<file path="src/rtl/dft_ctrl_pkg.sv">
// dft_ctrl_pkg
//   Shared definitions for the DFT probe sequencer slice:
//   - NPROBE_DEF / DWW_DEF : default probe count and dwell-counter width
//   - seq_state_e          : sequencer state encoding (IDLE, DWELL, GAP, DONE)
//   - idx_width()          : width of a probe index for a given probe count
package dft_ctrl_pkg;

  localparam int NPROBE_DEF = 8;
  localparam int DWW_DEF    = 8;

  typedef enum logic [1:0] {
    ST_IDLE  = 2'd0,
    ST_DWELL = 2'd1,
    ST_GAP   = 2'd2,
    ST_DONE  = 2'd3
  } seq_state_e;

  // A single-probe build still needs a 1-bit index rather than a zero-width one.
  function automatic int idx_width(input int n);
    return (n > 1) ? $clog2(n) : 1;
  endfunction

endpackage

</file>
<file path="src/rtl/dft_probe_next_idx.sv">
// dft_probe_next_idx
//   Finds the lowest set bit of mask_i strictly above cur_idx_i.
//   Purely combinational; the caller registers whatever it derives from it.
//   Ports:
//     mask_i     in  [NPROBE-1:0] probe mask to search
//     cur_idx_i  in  [IW-1:0]     search starts strictly above this index
//     nxt_idx_o  out [IW-1:0]     lowest qualifying index (0 when none)
//     found_o    out              a qualifying bit exists
module dft_probe_next_idx #(
  parameter int NPROBE = 8,
  parameter int IW     = 3
) (
  input  logic [NPROBE-1:0] mask_i,
  input  logic [IW-1:0]     cur_idx_i,
  output logic [IW-1:0]     nxt_idx_o,
  output logic              found_o
);

  logic [NPROBE-1:0] above;

  generate
    for (genvar gi = 0; gi < NPROBE; gi++) begin : g_above
      assign above[gi] = mask_i[gi] && (32'(cur_idx_i) < gi);
    end
  endgenerate

  // Scan from the top down so the lowest qualifying bit is the last one written.
  always_comb begin
    nxt_idx_o = '0;
    found_o   = 1'b0;
    for (int i = NPROBE - 1; i >= 0; i--) begin
      if (above[i]) begin
        nxt_idx_o = IW'(i);
        found_o   = 1'b1;
      end
    end
  end

endmodule

</file>
<file path="src/rtl/dft_probe_sequencer.sv">
// dft_probe_sequencer
//   Drives the dftprobe test-enable lines one at a time, either a single
//   selected probe or a sweep over every probe set in a mask. Each enabled
//   probe is held for dwell_eff = max(dwell,1) cycles, with one all-zero GAP
//   cycle between probes so no two enables ever overlap.
//   Ports:
//     CELCLK, CELRST      clock (rising edge) and synchronous active-high reset
//     start               begin a sequence (only looked at in IDLE)
//     mode                0 = single probe sel, 1 = sweep over mask
//     sel, mask, dwell    sequence parameters, captured on start
//     abort               end an active sequence at once
//     ten                 one-hot or zero test enables (registered)
//     active_idx          index of the enabled probe (registered)
//     busy                state is not IDLE
//     done, aborted       one-cycle completion pulses (registered)
//     CELV, CELG, CELSUB  supply pins, no functional effect
module dft_probe_sequencer
  import dft_ctrl_pkg::*;
#(
  parameter int NPROBE = NPROBE_DEF,
  parameter int DWW    = DWW_DEF
) (
  input  logic                             CELCLK,
  input  logic                             CELRST,
  input  logic                             start,
  input  logic                             mode,
  input  logic [idx_width(NPROBE)-1:0]     sel,
  input  logic [NPROBE-1:0]                mask,
  input  logic [DWW-1:0]                   dwell,
  input  logic                             abort,
  output logic [NPROBE-1:0]                ten,
  output logic [idx_width(NPROBE)-1:0]     active_idx,
  output logic                             busy,
  output logic                             done,
  output logic                             aborted,
  input  logic                             CELV,
  input  logic                             CELG,
  input  logic                             CELSUB
);

  localparam int IW = idx_width(NPROBE);
  localparam logic [NPROBE-1:0] ONE_HOT0 = NPROBE'(1);

  seq_state_e        state_q, state_d;
  logic              mode_q, mode_d;
  logic [NPROBE-1:0] mask_q, mask_d;
  logic [DWW-1:0]    dwell_eff_q, dwell_eff_d;
  logic [DWW-1:0]    cnt_q, cnt_d;
  logic [IW-1:0]     idx_q, idx_d;
  logic [NPROBE-1:0] ten_q, ten_d;
  logic [IW-1:0]     active_idx_q, active_idx_d;
  logic              done_q, done_d;
  logic              aborted_q, aborted_d;

  // Supply pins are kept on the boundary only.
  logic unused_supply;
  assign unused_supply = ^{CELV, CELG, CELSUB};

  // First index at start time, taken straight from the inputs.
  logic [IW-1:0]  first_above0_idx;
  logic           first_above0_found;
  logic [IW-1:0]  first_idx;
  logic           first_valid;
  logic [DWW-1:0] dwell_in_eff;

  dft_probe_next_idx #(
    .NPROBE (NPROBE),
    .IW     (IW)
  ) u_first (
    .mask_i    (mask),
    .cur_idx_i ('0),
    .nxt_idx_o (first_above0_idx),
    .found_o   (first_above0_found)
  );

  // Next probe of the running sweep, searched over the captured mask.
  logic [IW-1:0] next_idx;
  logic          next_found;

  dft_probe_next_idx #(
    .NPROBE (NPROBE),
    .IW     (IW)
  ) u_next (
    .mask_i    (mask_q),
    .cur_idx_i (idx_q),
    .nxt_idx_o (next_idx),
    .found_o   (next_found)
  );

  always_comb begin
    dwell_in_eff = (dwell == '0) ? DWW'(1) : dwell;
    if (mode) begin
      // Bit 0 is never "strictly above 0", so it is checked on its own.
      first_valid = mask[0] | first_above0_found;
      first_idx   = mask[0] ? '0 : first_above0_idx;
    end else begin
      // An out-of-range sel behaves like an empty sweep.
      first_valid = (32'(sel) < NPROBE);
      first_idx   = sel;
    end
  end

  always_comb begin
    state_d     = state_q;
    mode_d      = mode_q;
    mask_d      = mask_q;
    dwell_eff_d = dwell_eff_q;
    cnt_d       = cnt_q;
    idx_d       = idx_q;
    aborted_d   = 1'b0;

    unique case (state_q)
      ST_IDLE: begin
        if (start) begin
          mode_d      = mode;
          mask_d      = mask;
          dwell_eff_d = dwell_in_eff;
          if (first_valid) begin
            state_d = ST_DWELL;
            idx_d   = first_idx;
            cnt_d   = dwell_in_eff - DWW'(1);
          end else begin
            state_d = ST_DONE;
          end
        end
      end
      ST_DWELL: begin
        // Abort wins over counter expiry.
        if (abort) begin
          state_d   = ST_IDLE;
          aborted_d = 1'b1;
        end else if (cnt_q == '0) begin
          if (mode_q && next_found) begin
            state_d = ST_GAP;
            idx_d   = next_idx;
          end else begin
            state_d = ST_DONE;
          end
        end else begin
          cnt_d = cnt_q - DWW'(1);
        end
      end
      ST_GAP: begin
        if (abort) begin
          state_d   = ST_IDLE;
          aborted_d = 1'b1;
        end else begin
          state_d = ST_DWELL;
          cnt_d   = dwell_eff_q - DWW'(1);
        end
      end
      ST_DONE: begin
        state_d = ST_IDLE;
      end
      default: begin
        state_d = ST_IDLE;
      end
    endcase

    // Outputs are computed from the next state so they land in registers and
    // line up with the state they describe.
    ten_d        = (state_d == ST_DWELL) ? (ONE_HOT0 << idx_d) : '0;
    active_idx_d = (state_d == ST_DWELL) ? idx_d : active_idx_q;
    done_d       = (state_d == ST_DONE);
  end

  always_ff @(posedge CELCLK) begin
    if (CELRST) begin
      state_q      <= ST_IDLE;
      mode_q       <= 1'b0;
      mask_q       <= '0;
      dwell_eff_q  <= '0;
      cnt_q        <= '0;
      idx_q        <= '0;
      ten_q        <= '0;
      active_idx_q <= '0;
      done_q       <= 1'b0;
      aborted_q    <= 1'b0;
    end else begin
      state_q      <= state_d;
      mode_q       <= mode_d;
      mask_q       <= mask_d;
      dwell_eff_q  <= dwell_eff_d;
      cnt_q        <= cnt_d;
      idx_q        <= idx_d;
      ten_q        <= ten_d;
      active_idx_q <= active_idx_d;
      done_q       <= done_d;
      aborted_q    <= aborted_d;
    end
  end

  assign ten        = ten_q;
  assign active_idx = active_idx_q;
  assign busy       = (state_q != ST_IDLE);
  assign done       = done_q;
  assign aborted    = aborted_q;

endmodule

</file>
<file path="config.mk">
export PLATFORM = sky130hd
export DESIGN_NAME = dft_probe_sequencer
export DESIGN_NICKNAME = d
export VERILOG_FILES = /design/src/rtl/dft_ctrl_pkg.sv /design/src/rtl/dft_probe_next_idx.sv /design/src/rtl/dft_probe_sequencer.sv
export SDC_FILE = /design/constraint.sdc
export NUM_CORES = 1
export LEC_CHECK = 0
export CAP_MARGIN = 30
export CORE_MARGIN = 2
export CORE_UTILIZATION = 45
export DETAILED_ROUTE_END_ITERATION = 10
export PLACE_DENSITY = 0.68
export SLEW_MARGIN = 20
export SYNTH_ARGS = -nofsm -noshare
export SYNTH_HDL_FRONTEND = slang
export SYNTH_HIERARCHICAL = 1
export SYNTH_SLANG_ARGS = --single-unit
</file>
<file path="constraint.sdc">
create_clock -name CELCLK -period 3.9 [get_ports CELCLK]
set_clock_uncertainty 0.15 [all_clocks]
set_input_delay 0.585 -clock CELCLK [delete_from_list [all_inputs] [get_ports CELCLK]]
set_output_delay 0.585 -clock CELCLK [all_outputs]
set_load 0.01 [all_outputs]
</file>
# Word level (Yosys, flattened, before mapping)
# Cells that the tools add are included.
# W data, S select, Z words.
dict set report totals {
  inputBits 27
  word_cells 104
  ff_bits 43
  out_inout_bits 14
}
dict set report classes {
  n_reduce_logical 18
  eq_ne 10
  bitwise 3
  mux 52
  addsub 3
  shift 1
  magnitude_cmp 7
}
# op count
set op_table {}
lappend op_table {{$mux W3} 21}
lappend op_table {{$mux W8} 6}
lappend op_table {{$pmux W8 S3} 1}
lappend op_table {{$sub A8 B1 Y8 const B} 3}
lappend op_table {{$mux W1} 18}
lappend op_table {{$logic_not A8 Y1} 2}
lappend op_table {{$lt A3 B3 Y1 const B} 4}
lappend op_table {{$ne A2 B2 Y1 const B} 5}
lappend op_table {{$logic_and A1 B1 Y1} 8}
lappend op_table {{$mux W2} 4}
lappend op_table {{$pmux W2 S4} 1}
lappend op_table {{$shl A1 B3 Y8 const A} 1}
lappend op_table {{$eq A2 B2 Y1 const B} 3}
lappend op_table {{$lt A3 B2 Y1 const B} 2}
lappend op_table {{$pmux W3 S2} 1}
lappend op_table {{$reduce_and A6 Y1} 1}
lappend op_table {{$reduce_or A2 Y1} 3}
lappend op_table {{$eq A2 B1 Y1 const B} 2}
lappend op_table {{$lt A3 B1 Y1 const B} 1}
lappend op_table {{$reduce_bool A3 Y1} 1}
lappend op_table {{$logic_not A2 Y1} 1}
lappend op_table {{$not A1 Y1} 2}
lappend op_table {{$reduce_and A2 Y1} 1}
lappend op_table {{$reduce_bool A2 Y1} 1}
lappend op_table {{$or A1 B1 Y1} 1}

# Logic depth before layout (Yosys ltp)
# Gate-level depths: netlist of run 1.
dict set report depth {
  word_depth 17
  mapped_depth 12
  depth_no_buf 11
}

# By module
# Netlist of run 1, hierarchy kept.
# mod cells_each area_per_inst_um2 n_inst seq_area_each_um2
set modules_own_cells {}
lappend modules_own_cells {dft_probe_sequencer 250 2202.1 1 860.8}
lappend modules_own_cells {dft_probe_next_idx 33 212.7 2 0.0}

# Least setup slack after synthesis of run 1
# Ideal clock, no wire load.
dict set report synth_path {
  path_kind {input to register}
  start {input mask[1]}
  end {register ten_q[4], in the netlist ten[4]}
  path_slack_ps 1336
  required_time_ps 3633
  path_buffers 1
  arrival_ps 2297
  path_stages 10
  setup_ps 117
  path_cell_list {nor2b_1 -> o21bai_1 -> a21oi_1 -> nand2b_1 -> or3b_2 -> nand2_1 -> a21oi_1 -> a222oi_1 -> buf_4 -> and4b_1}
}
dict set report synth_via {
  elab_chain_cells 9
  word_cells_on_any_way 16
  cone_classes {eq/ne: 1; shift: 1; mux: 11; bitwise: 2; reduce/logical: 1}
}
# element line
set synth_lines {}
lappend synth_lines {{from (decl)} dft_probe_sequencer.sv:28} ;# input logic [NPROBE-1:0] mask,
lappend synth_lines {{$mux W1 (*)} dft_probe_next_idx.sv:32} ;# if (above[i]) begin
lappend synth_lines {{net first_above0_found} dft_probe_sequencer.sv:61} ;# logic first_above0_found;
lappend synth_lines {{$or A1 B1 Y1 (*)} dft_probe_sequencer.sv:94} ;# first_valid = mask[0] | first_above0_found;
lappend synth_lines {{$mux W1 (*)} dft_probe_sequencer.sv:92} ;# if (mode) begin
lappend synth_lines {{$mux W2} dft_probe_sequencer.sv:118} ;# if (first_valid) begin
lappend synth_lines {{$mux W2} dft_probe_sequencer.sv:114} ;# if (start) begin
lappend synth_lines {{$pmux W2 S4} dft_probe_sequencer.sv:112} ;# unique case (state_q)
lappend synth_lines {{$eq A2 B1 Y1} dft_probe_sequencer.sv:162} ;# ten_d = (state_d == ST_DWELL) ? (ONE_HOT0 << idx_d) : '0;
lappend synth_lines {{$not A1 Y1 (no line)} -}
lappend synth_lines {{$reduce_or A2 Y1 (no line)} -}
lappend synth_lines {{to (signal assigned)} dft_probe_sequencer.sv:186} ;# ten_q <= ten_d;
lappend synth_lines {{to (decl)} dft_probe_sequencer.sv:50} ;# logic [NPROBE-1:0] ten_q, ten_d;
# The timed path passes the listed nets; every way through them passes the cells marked *.
# A chain may end at the register's enable or synchronous reset.

# Final worst setup path of run 1
dict set report layout_path {
  start {input mask[5]}
  end {register ten_q[4], in the netlist ten[4]}
}
dict set report layout_via {
  elab_chain_cells 13
  word_cells_on_any_way 24
  cone_classes {eq/ne: 1; shift: 1; mux: 19; bitwise: 2; reduce/logical: 1}
}
# element line
set layout_lines {}
lappend layout_lines {{$mux W1 (*) (5 in a row)} dft_probe_next_idx.sv:32}
lappend layout_lines {{net first_above0_found} dft_probe_sequencer.sv:61}
lappend layout_lines {{$or A1 B1 Y1 (*)} dft_probe_sequencer.sv:94}
lappend layout_lines {{$mux W1 (*)} dft_probe_sequencer.sv:92}
lappend layout_lines {{$mux W2} dft_probe_sequencer.sv:118}
lappend layout_lines {{$mux W2} dft_probe_sequencer.sv:114}
lappend layout_lines {{$pmux W2 S4} dft_probe_sequencer.sv:112}
lappend layout_lines {{$eq A2 B1 Y1} dft_probe_sequencer.sv:162}
lappend layout_lines {{$not A1 Y1 (no line)} -}
lappend layout_lines {{$reduce_or A2 Y1 (no line)} -}
# Marked as above.

==> metrics.md, run 1 <==
| Metric | Value |
|---|---|
| CTS root buffer | `clkbuf_8` |
| CP peak stage delay | `about 0.51 ns` |
| Final Wtd Congestion | `roughly 0.8` |
| H-Tree Depth | `2` |
| # placed instances | `415` |
| Grt ovf | `0` |
| Clk_lat worst skew | `~0.29 ns` |
| Top-Level Pins | `41` |
| DR vias/cell | `5.59` |
| Starting Density | `0.468` |
| Die Wd | `roughly 80 um` |
| DP HPWL | `4370 um` |
| Cell count after synthesis | `312` |
| Number of DRC markers in iteration 0 | `between 150 and 200` |
| Port-buffer cells | `37` |
| Row Count | `27` |
| Layout cells sized above 1 | `0.0997` |
| Crit share post-route | `0.757` |
| Initial antenna violation count | `0` |
| Worst EP required | `a little under 4 ns` |
| Largest net degree at the start of global routing | `23` |
| Vert. Die Dim | `around 80 um` |
| CTS tree | `done` |
| Worst rel slew slack | `0.493` |
| Synth warn | `6` |
| Die area | `6390 sq um` |
| WL final | `approximately 6000 um` |
| CP most frequent cell | `nor2_1` |
| Clk buf depth | `2` |
| Post-CTS setup repair buffer count | `0` |
| Crit Path Class | `in2reg` |
| Core area | `5540 sq um` |
| CTS Buf Count | `5` |
| Worst-path fanout max | `10` |
| Cell Pwr Density | `just over 400 nW/um^2` |
| Minimum clock period | `between 2 and 3 ns` |
| Max-cap viol count | `0` |
| Router iterations before antenna repair | `5` |
| Post-cts resize count | `0` |
| Detail Route Antenna Nets | `0` |
| Final setup vio count | `0` |
| RSZ-0062 raised after global routing | `false` |
| Clk slew on worst S/H paths | `around 0.08 ns` |
| Cell Count, Final, Fillers Out | `approximately 420` |
| Slew @ Worst Pin | `between 0.7 and 0.8 ns` |
| Final slew viol count | `0` |
| Buf+Inv Stages, Crit Path | `2` |
| Setup TNS | `0 ns` |
| Critical path data arrival time | `approximately 3 ns` |
| First-pass GRT wire length | `between 9000 and 10000 um` |
| Synthesized cell area | `2590 sq um` |
| Final nets | `around 380` |
| Min-Delay Path Class | `reg2reg` |
| Lkg Pwr | `around 1.2 nW` |
| Hold Buf Count CTS | `0` |
| Achievable Freq | `around 340 MHz` |
| Avg Cell Area, Syn | `~8.3 sq um` |
| Antenna cells | `0` |
| WL/cell | `between 10 and 15 um` |
| Outcome | `complete, no violations` |
| Final hold viol count | `0` |
| Worst Setup End Kind | `register` |
| Via Count | `2366` |
| Sink Count | `42` |
| GRT Total Usage | `0.193` |
| Worst path top cell family by delay | `simple AND/OR/NAND/NOR gates` |
| Peak VDD IR | `around 0.18 mV` |
| Slowest CP cell | `clkdlybuf4s50_1` |
| Vias in the first global route | `approximately 2100` |
| Area delta synth->final | `20.8%` |
| Crit-path cells | `clkdlybuf4s50_1 -> nor2_1 -> o22ai_2 -> nor2_1 -> nand2b_1 -> or3b_2 -> nand2_1 -> a21oi_1 -> a222oi_1 -> buf_4 -> and4b_1` |
| DR DRC count | `0` |
| Worst setup SP type | `input pin` |
metal layers:
| layer | part of all wire | vias to the layer above | track usage |
|---|---|---|---|
| li1 | - | 1202 | - |
| met1 | 0.49 | 1118 | 0.253 |
| met2 | 0.47 | 44 | 0.332 |
| met3 | 0.033 | 2 | 0.0351 |
| met4 | 0.0020 | 0 | 0.0390 |
| met5 | 0 | - | 0 |
power breakdown:
group | leakage [nW] | total (W) | internal, W | switching, W
Clock | 0.0514 | 0.000345 | 0.000191 | 0.000154
Combinational | 0.767 | 0.000404 | 0.000183 | 0.000221
Sequential | 0.344 | 0.000522 | 0.000473 | 0.0000493
Total | 1.16 | 0.00127 | 0.000847 | 0.000424
sequential cells by signal (all words and copies together), names as in the netlist, 2 cells and up:
name and cells:
active_idx 3, state_q 2, mask_q 7, cnt_q 8, dwell_eff_q 8, ten 8
idx_q 3
through the flow:
stage               cell area, sq um  hold WS (ns)  setup WS (ns)  power [W]   util
finish                          3130         0.311          0.947    0.00127  0.566
detailed placement              3020         0.300          0.678   0.000935  0.546
global route                    3130         0.326          0.716    0.00135  0.566
global placement                3020         0.293          0.670   0.000929  0.546
floorplan                       2630         0.286           1.34   0.000821      -
CTS                             3130         0.310          0.982    0.00128  0.566
worst paths after layout:
path                   from              to  slack, ns  cells after the start
min          dwell_eff_q[7]  dwell_eff_q[7]       0.31                      2
min reg2reg  dwell_eff_q[7]  dwell_eff_q[7]       0.31                      2
max                 mask[5]          ten[4]       0.95                     11
max reg2reg      state_q[0]        cnt_q[6]       1.04                     11
layout by cell type (no fill, tap or decap), types with 5 or more instances in the layout:
cell type         n
a211oi_1         14
a21oi_1          30
a22o_1            5
and4b_1           5
clkbuf_8          5
clkdlybuf4s50_1  37
conb_1            9
dfxtp_1          42
inv_1            14
mux2i_1           6
nand2_1          39
nand2b_1          9
nand3_1           5
nor2_1           33
nor2b_1           7
o21ai_0          11
tightest hold or removal path, delay by kind of cell (launching register included):
family / cells / cell delay (ns)
AO/OA/AOI/OAI: 1 / 0.05
flip-flops: 1 / 0.31
AND/OR/NAND/NOR: 1 / 0.05
layout make-up:
class / instances / area (sq um)
clock buffer: 6 / 72.6
inverter: 15 / 56.3
fill: 532 / 2410
clock inverter: 2 / 37.5
multi-input combinational: 245 / 1640
tap: 72 / 90.1
sequential: 42 / 841
timing repair buffer: 41 / 400
No activity file was read; power rests on OpenSTA's default activity.
==> run 2, diff against run 1 <==
- clock period: 3.9 -> 2.9 ns (I/O delays scaled with it)
==> run 2 against run 1 <==
Net effect:
- flip-flop and latch count is the same
- routed wire length grew 4.1%
- global-route usage increased by 0.97 points
- total power grew 40%
- die area stayed put
- combinational power grew 52%
- register-to-register slack got worse by 0.82 ns
- setup slack got worse by 0.76 ns
- cell area increased by 7.3%
- count of clock-buffer cells in the layout unchanged
- first-iteration DRC count is 18% higher
- critical path type unchanged
==> metrics.md, run 2 (same netlist as run 1, synthesis figures left out) <==
| Metric | Value |
|---|---|
| # fillers | `511 (-3.9%)` |
| Power after layout | `0.00178 W (+40%)` |
| Crit share post-route | `0.935` |
| Worst setup SP type | `input pin` |
| Most frequent cells in the layout | `42 x dfxtp_1, 39 x nand2_1, 37 x clkdlybuf4s50_1` |
| Clk slew on worst S/H paths | `0.08 ns (about the same)` |
| Final setup vio count | `0 (unchanged)` |
| First-pass GRT wire length | `10300 um (+4.9%)` |
| CTS tree | `done` |
| Router iterations before antenna repair | `4 (-1)` |
| Initial antenna violation count | `0 (unchanged)` |
| Commonest non-fill, non-tap cell in the layout | `dfxtp_1` |
| Worst-path fanout max | `5 (-5)` |
| Worst EP required | `2.94 ns (-1.01 ns)` |
| Clk_lat worst skew | `0.30 ns (about the same)` |
| Max-cap viol count | `0 (unchanged)` |
| Slew @ Worst Pin | `0.460 ns (-0.301 ns)` |
| Largest net degree at the start of global routing | `23 (unchanged)` |
| Final Instance Area | `3360 sq um (+7.3%)` |
| Achievable Freq | `369 MHz` |
| Hold slack | `0.308 ns (-0.00344 ns)` |
| Placed Area | `3240 sq um (+7.3%)` |
| CTS root buffer | `clkbuf_8` |
| RSZ-0062 raised after global routing | `false` |
| Area delta synth->final | `29.6%` |
| Port-buffer cells | `37 (unchanged)` |
| Minimum clock period | `2.71 ns` |
| Outcome | `complete, no violations` |
| H-Tree Depth | `2 (unchanged)` |
| Critical path data arrival time | `2.75 ns (-0.25 ns)` |
| Core area | `5540 sq um (unchanged)` |
| DP HPWL | `4710 um (+7.8%)` |
| Die Wd | `79.9 um (unchanged)` |
| Post-CTS setup repair buffer count | `0 (unchanged)` |
| Hold Buf Count CTS | `0 (unchanged)` |
| # placed instances | `441 (+6.3%)` |
| Final Wtd Congestion | `0.852 (+5.9%)` |
| Top-Level Pins | `41 (unchanged)` |
| Row Count | `27 (unchanged)` |
| Post-cts resize count | `0 (unchanged)` |
| Clk buf depth | `2 (unchanged)` |
| Cell Pwr Density | `528 nW/um^2 (+30%)` |
| CTS Buf Count | `5 (unchanged)` |
| WL final | `6150 um (+4.1%)` |
| Vias in the first global route | `2214 (+4.2%)` |
| Final slew viol count | `0 (unchanged)` |
| Setup TNS | `0 ns (unchanged)` |
| DR DRC count | `0 (unchanged)` |
| Detail Route Antenna Nets | `0 (unchanged)` |
| Number of DRC markers in iteration 0 | `201 (+18%)` |
| Final nets | `407 (+6.8%)` |
| Min-Delay Path Class | `reg2reg` |
| Cell Count, Final, Fillers Out | `449 (+6.1%)` |
| Sink Count | `42 (unchanged)` |
| Vert. Die Dim | `79.9 um (unchanged)` |
| Grt ovf | `0 (unchanged)` |
| Crit Path Class | `in2reg` |
| WL/cell | `13.7 um (-1.9%)` |
| Final hold viol count | `0 (unchanged)` |
| Layout cells sized above 1 | `0.170 (+0.0700)` |
| GRT Total Usage | `0.203 (+0.00967)` |
| Antenna cells | `0 (unchanged)` |
| Lkg Pwr | `1.30 nW (+12%)` |
| Register area | `841 sq um (unchanged)` |
| Peak VDD IR | `0.250 mV (+41%)` |
| Starting Density | `0.468 (unchanged)` |
| DR vias/cell | `5.43 (-2.8%)` |
| Die area | `6390 sq um (unchanged)` |
| Multi-input gate area | `1650 sq um (+0.54%)` |
| Worst Setup End Kind | `register` |
| Worst rel slew slack | `0.684 (+0.192)` |
| Via Count | `2440 (+3.1%)` |
==> run 2: cell count changes in the layout (fill, tap and decap cells not counted), sizes merged <==
cell / delta
buf: +26
==> run 2: worst paths after layout <==
path	depth (start not counted)	from	to	slack [ns]
max	10	mask[1]	ten[0]	0.19
min	2	dwell_eff_q[5]	dwell_eff_q[5]	0.31
min reg2reg	2	dwell_eff_q[5]	dwell_eff_q[5]	0.31
max reg2reg	10	idx_q[1]	ten[4]	0.22
==> run 2: critical path, stage by stage <==
cell             delay (ns)
clkdlybuf4s50_1        0.41
nor2b_1                0.13
o21bai_1               0.16
a21oi_1                0.11
nand2b_1               0.19
or3b_2                 0.49
buf_4                  0.15
o211a_1                0.26
and4_1                 0.22
and4_1                 0.19
==> run 2: metrics by stage <==
step | util | setup WS (ns)
6_report | 0.607 | 0.189
4_1_cts | 0.605 | 0.156
3_3_place_gp | 0.586 | -0.141
2_1_floorplan | - | 0.344
3_5_place_dp | 0.586 | -0.170
5_1_grt | 0.607 | 0.00931
==> run 2: metal layers <==
metal,track usage,up-vias,share of wire,wire length (um)
met5,0,-,0,0
met4,0.0627,0,0.012,76
met3,0.0362,10,0.038,231
met2,0.335,54,0.47,2890
met1,0.269,1120,0.48,2960
li1,-,1256,-,-
==> run 2: layout make-up <==
type	instances	share of cell area
well taps	72	0.0268
clock buffers	6	0.0216
multi-input cells	245	0.489
flip-flops and latches	42	0.250
repair buffers	67	0.185
clock inverters	2	0.0112
inverters	15	0.0167
==> run 2: power by group <==
| part | total, W | internal (W) | switching (W) | leakage (nW) |
|---|---|---|---|---|
| combinational | 0.000614 | 0.000296 | 0.000318 | 0.903 |
| clock | 0.000465 | 0.000257 | 0.000208 | 0.0514 |
| sequential | 0.000698 | 0.000636 | 0.0000621 | 0.344 |
| total | 0.00178 | 0.00119 | 0.000588 | 1.30 |
